--- src/rtl/reg_dump_unit.sv ---
// reg_dump_unit: sweeps every bank register through one read port and streams it MSB-byte-first over valid/ready
module reg_dump_unit #(
  parameter int NB_DATA = 32,
  parameter int NB_REG  = 5
) (
  input  logic              i_clk,
  input  logic              i_reset,
  input  logic              i_start,
  output logic [NB_REG-1:0] o_read_reg,
  input  logic [NB_DATA-1:0] i_reg_data,
  output logic [7:0]        o_tx_data,
  output logic              o_tx_valid,
  input  logic              i_tx_ready,
  output logic              o_busy,
  output logic              o_done
);
  localparam int B = NB_DATA / 8;
  localparam int NB_BCNT = (B > 1) ? $clog2(B) : 1;
  localparam logic [NB_BCNT-1:0] BCNT_LAST = NB_BCNT'(B - 1);
  typedef enum logic [1:0] {IDLE, LOAD, SEND, DONE} state_t;
  state_t state_q, state_d;
  logic [NB_REG-1:0] idx_q, idx_d;
  logic [NB_DATA-1:0] sh_q, sh_d;
  logic [NB_BCNT-1:0] bcnt_q, bcnt_d;
  logic hs, last_byte, last_reg;
  // next-state: latch word in LOAD, shift out one byte per handshake, advance register after the last byte
  always_comb begin
    state_d = state_q;
    idx_d = idx_q;
    sh_d = sh_q;
    bcnt_d = bcnt_q;
    hs = (state_q == SEND) && i_tx_ready;
    last_byte = bcnt_q == BCNT_LAST;
    last_reg = &idx_q;
    case (state_q)
      IDLE: if (i_start) begin
        idx_d = '0;
        state_d = LOAD;
      end
      LOAD: begin
        sh_d = i_reg_data;
        bcnt_d = '0;
        state_d = SEND;
      end
      SEND: if (hs) begin
        if (!last_byte) begin
          sh_d = sh_q << 8;
          bcnt_d = bcnt_q + 1'b1;
        end else if (!last_reg) begin
          idx_d = idx_q + 1'b1;
          state_d = LOAD;
        end else state_d = DONE;
      end
      default: state_d = IDLE;
    endcase
  end
  // state registers with synchronous reset that also aborts a dump in flight
  always_ff @(posedge i_clk) begin
    if (i_reset) begin
      state_q <= IDLE;
      idx_q <= '0;
      sh_q <= '0;
      bcnt_q <= '0;
    end else begin
      state_q <= state_d;
      idx_q <= idx_d;
      sh_q <= sh_d;
      bcnt_q <= bcnt_d;
    end
  end
  assign o_read_reg = idx_q;
  assign o_tx_data = sh_q[NB_DATA-1 -: 8];
  assign o_tx_valid = state_q == SEND;
  assign o_busy = state_q != IDLE;
  assign o_done = state_q == DONE;
endmodule

--- config.mk ---
export PLATFORM = sky130hd
export DESIGN_NAME = reg_dump_unit
export DESIGN_NICKNAME = d
export VERILOG_FILES = /design/src/rtl/reg_dump_unit.sv
export SDC_FILE = /design/constraint.sdc
export NUM_CORES = 1
export LEC_CHECK = 0
export ABC_AREA = 1
export CORE_AREA = 2 2 86 88
export DETAILED_ROUTE_END_ITERATION = 16
export DIE_AREA = 0 0 88 90
export MAX_ROUTING_LAYER = met4
export PLACE_DENSITY = 0.52
export REMOVE_ABC_BUFFERS = 1
export SYNTH_ARGS = -nofsm -noshare
export SYNTH_HDL_FRONTEND = slang
export SYNTH_SLANG_ARGS = --single-unit
--- constraint.sdc ---
create_clock -name i_clk -period 1.8 [get_ports i_clk]
set_clock_uncertainty 0.2 [all_clocks]
set_input_delay 0.18 -clock i_clk [delete_from_list [all_inputs] [get_ports i_clk]]
set_output_delay 0.18 -clock i_clk [all_outputs]
set_load 0.05 [all_outputs]
==> out/qor.yml <==
critical_path:
  worstPathRequired_ps: 1780
  reg2reg_slack_ps: 70
  cp-start-kind: "flip-flop"
  critPathMaxStageDelay_ps: 330
  critical_path_buf_inv_count: 1
  crit_path_end_kind: "flip-flop"
  cp_max_fo: 6
  cp_slowest_cell: "dfxtp_2"
  reg2regPathDepth: 9
  r2r_end: "o_read_reg[1]$_SDFFE_PP0P_"
  crit_type: "flip-flop to flip-flop"
  r2r-start: "o_read_reg[0]$_SDFFE_PP0P_"
  crit_chain: "ha_2 > nand2_2 > nor2_1 > ha_1 > a21oi_2 > nand3_2 > buf_4 > nand2_1 > a21oi_1"
  worstPathArrival_ps: 1720
  critical-path-top-delay-family: "adder cells"
outcome:
  status: "finished clean"
clocking:
  clockRootBuffer: "clkbuf_8"
  path_clk_slew_ps: 80
  cts_tree: "built"
  insertion_delay_ps: 290
  cts_buffer_depth: 2
  numCtsBuffers: 5
  htree_levels: 2
  clock-sinks: 41
pwr:
  power.density_nw_per_um2: 831
  vdd_ir_drop_max_v: 0.000359
  power.leakage_uw: 0.00123
grt:
  grt_max_degree: 35
  grt_pass1_wl_mm: 8.37
  grt.overflow.total: 0
  antenna_found_initial: 0
  grt.total_usage: 0.136
  grt_pass1_vias: 1882
drt:
  route.vias.total: 1950
  drcViolationCount: 0
  via_per_inst: 4.35
  ant_nets: 0
  routedWlPerCell_um: 11.2
  finalWirelength_mm: 5.02
  first_pass_iters: 4
  first_iter_violations: 96
synth:
  yosys.area.top_type: "dfxtp_1"
  yosysSeqAreaShare: 0.400
  synth.area.top_cells: "dfxtp_1 (40%), nand2_1 (19%), nor2_1 (8.6%)"
  synth_top_cell_area_share: 0.400
  synthCells: 303
  syn_avg_cell_area_um2: 6.76
  synth.distinct_cells: 22
  synth_warnings: 0
  synth_area_um2: 2050
  ys_seq_elements: 41
hold_path:
  hold_path.class: "input pin to flip-flop"
  holdPathEnd: "sh_q[4]$_SDFFE_PP0P_"
  min_from: "i_reg_data[4]"
  min_path_cells: 3
cells_and_area:
  nFillCells: 756
  fin_cells: 448
  largest_reg_flops: 32
  num_antenna_cells: 0
  final_common_cell: "nand2_1"
  area_delta_synth_final_pct: 32.5
  layout_common_cells: "nand2_1 (104), nor2_1 (47), dfxtp_1 (40), clkdlybuf4s50_1 (35), buf_4 (23)"
  drive_gt1_frac: 0.172
  final_nets: 388
place:
  dp_cells: 440
  gp_congestion: 0.799
  hpwl_mm: 3.32
  port-buffer-count: 51
timing:
  slew_headroom: 0.523
  clock.fmax_ghz: 0.577
  min_period_over_period: 0.964
  fin_setup_tns_ps: 0
  worst_pin_slew_ps: 714
  setup_viol: 0
  min_period_ps: 1730
  hold_viol_final: 0
  drv_slew: 0
floorplan:
  die_h_um: 90
  dieArea_um2: 7920
  core_area_um2: 7020
  fp-row-count: 31
  initial_core_util: 0.292
  die_x_um: 88
  io_pins: 52
job:
  maxCapViolations: 0
==> worst max path at each step <==
stage | depth (start not counted) | endpoint | startpoint | slack, ps
after floorplan | 7 | sh_q[24]$_SDFFE_PP0P_ | state_q[1]$_SDFFE_PP0P_ | -760
after global placement | 8 | sh_q[0]$_SDFFE_PP0P_ | i_tx_ready | 60
after detailed placement | 8 | sh_q[3]$_SDFFE_PP0P_ | i_tx_ready | 20
after CTS | 9 | o_read_reg[3]$_SDFFE_PP0P_ | o_read_reg[0]$_SDFFE_PP0P_ | 80
after global routing | 9 | o_read_reg[3]$_SDFFE_PP0P_ | o_read_reg[0]$_SDFFE_PP0P_ | -40
final | 9 | o_read_reg[1]$_SDFFE_PP0P_ | o_read_reg[0]$_SDFFE_PP0P_ | 70
==> cell usage after synthesis <==
cell      instances
nand2_2           3
o21ai_0          22
buf_4             8
clkbuf_1          6
nor2_2           12
buf_2             1
inv_2             3
nor2_4            1
dfxtp_1          41
inv_4             1
nand3_1           7
nand4_1           1
nand3_2           1
o21ai_1           3
buf_6             8
inv_1            11
ha_1              3
nand2_4           1
a31oi_1           1
nand2_1         105
a21oi_1          17
nor2_1           47
==> kinds of logic (layout without fill, tap and decap cells) <==
family,after synthesis,count (layout),synth area share
AO/OA/AOI/OAI,43,43,0.106
adder cells (fa/ha/maj),3,3,0.0183
buffers and inverters,38,84,0.115
flip-flops,41,41,0.400
AND/OR/NAND/NOR,178,178,0.360
==> timing repair <==
| item | 4_1_cts | 5_1_grt |
|---|---|---|
| endpoints found under the setup margin | 0 | 3 |
| hold buffers | 0 | 0 |
| setup buffers | 0 | 1 |
| resized for setup | 0 | 5 |
==> worst register-to-register path, stage by stage, from the launching register on <==
cell     delay (ps)
dfxtp_2         330
ha_2            180
nand2_2          70
nor2_1           50
ha_1            210
a21oi_2         160
nand3_2         160
buf_4           180
nand2_1          50
a21oi_1          50
==> where the power goes <==
part | internal, uW | switching, uW
Sequential | 978 | 36.5
Combinational | 212 | 308
Clock | 403 | 320
Total | 1590 | 664
==> metal layers <==
layer  share of wire  GRT usage  vias up
li1                -          -     1025
met3           0.043     0.0303        4
met1            0.48      0.169      883
met2            0.47      0.218       38
met5               0          -        -
met4          0.0062     0.0385        0
==> metrics by stage <==
| stage | util | instance area [um^2] | hold slack, ps | setup WS [ps] | power, uW |
|---|---|---|---|---|---|
| after floorplan | - | 1870 | 49.1 | -760 | 1320 |
| after global placement | 0.369 | 2590 | 249 | 62.6 | 1550 |
| after detailed placement | 0.369 | 2590 | 253 | 22.1 | 1550 |
| after CTS | 0.384 | 2700 | 234 | 75.6 | 2280 |
| after global routing | 0.387 | 2720 | 246 | -36.6 | 2380 |
| final | 0.387 | 2720 | 236 | 65.6 | 2260 |
==> area by class of cell <==
| type | instances | area [um^2] | area share |
|---|---|---|---|
| Timing Repair Buffer | 62 | 603 | 0.222 |
| Multi-Input combinational cell | 224 | 1000 | 0.369 |
| Inverter | 15 | 61.3 | 0.0226 |
| Clock buffer | 5 | 68.8 | 0.0253 |
| Clock inverter | 2 | 35.0 | 0.0129 |
| Sequential cell | 41 | 822 | 0.303 |
| Tap cell | 99 | 124 | 0.0456 |
(Power assumes the default switching activity.)
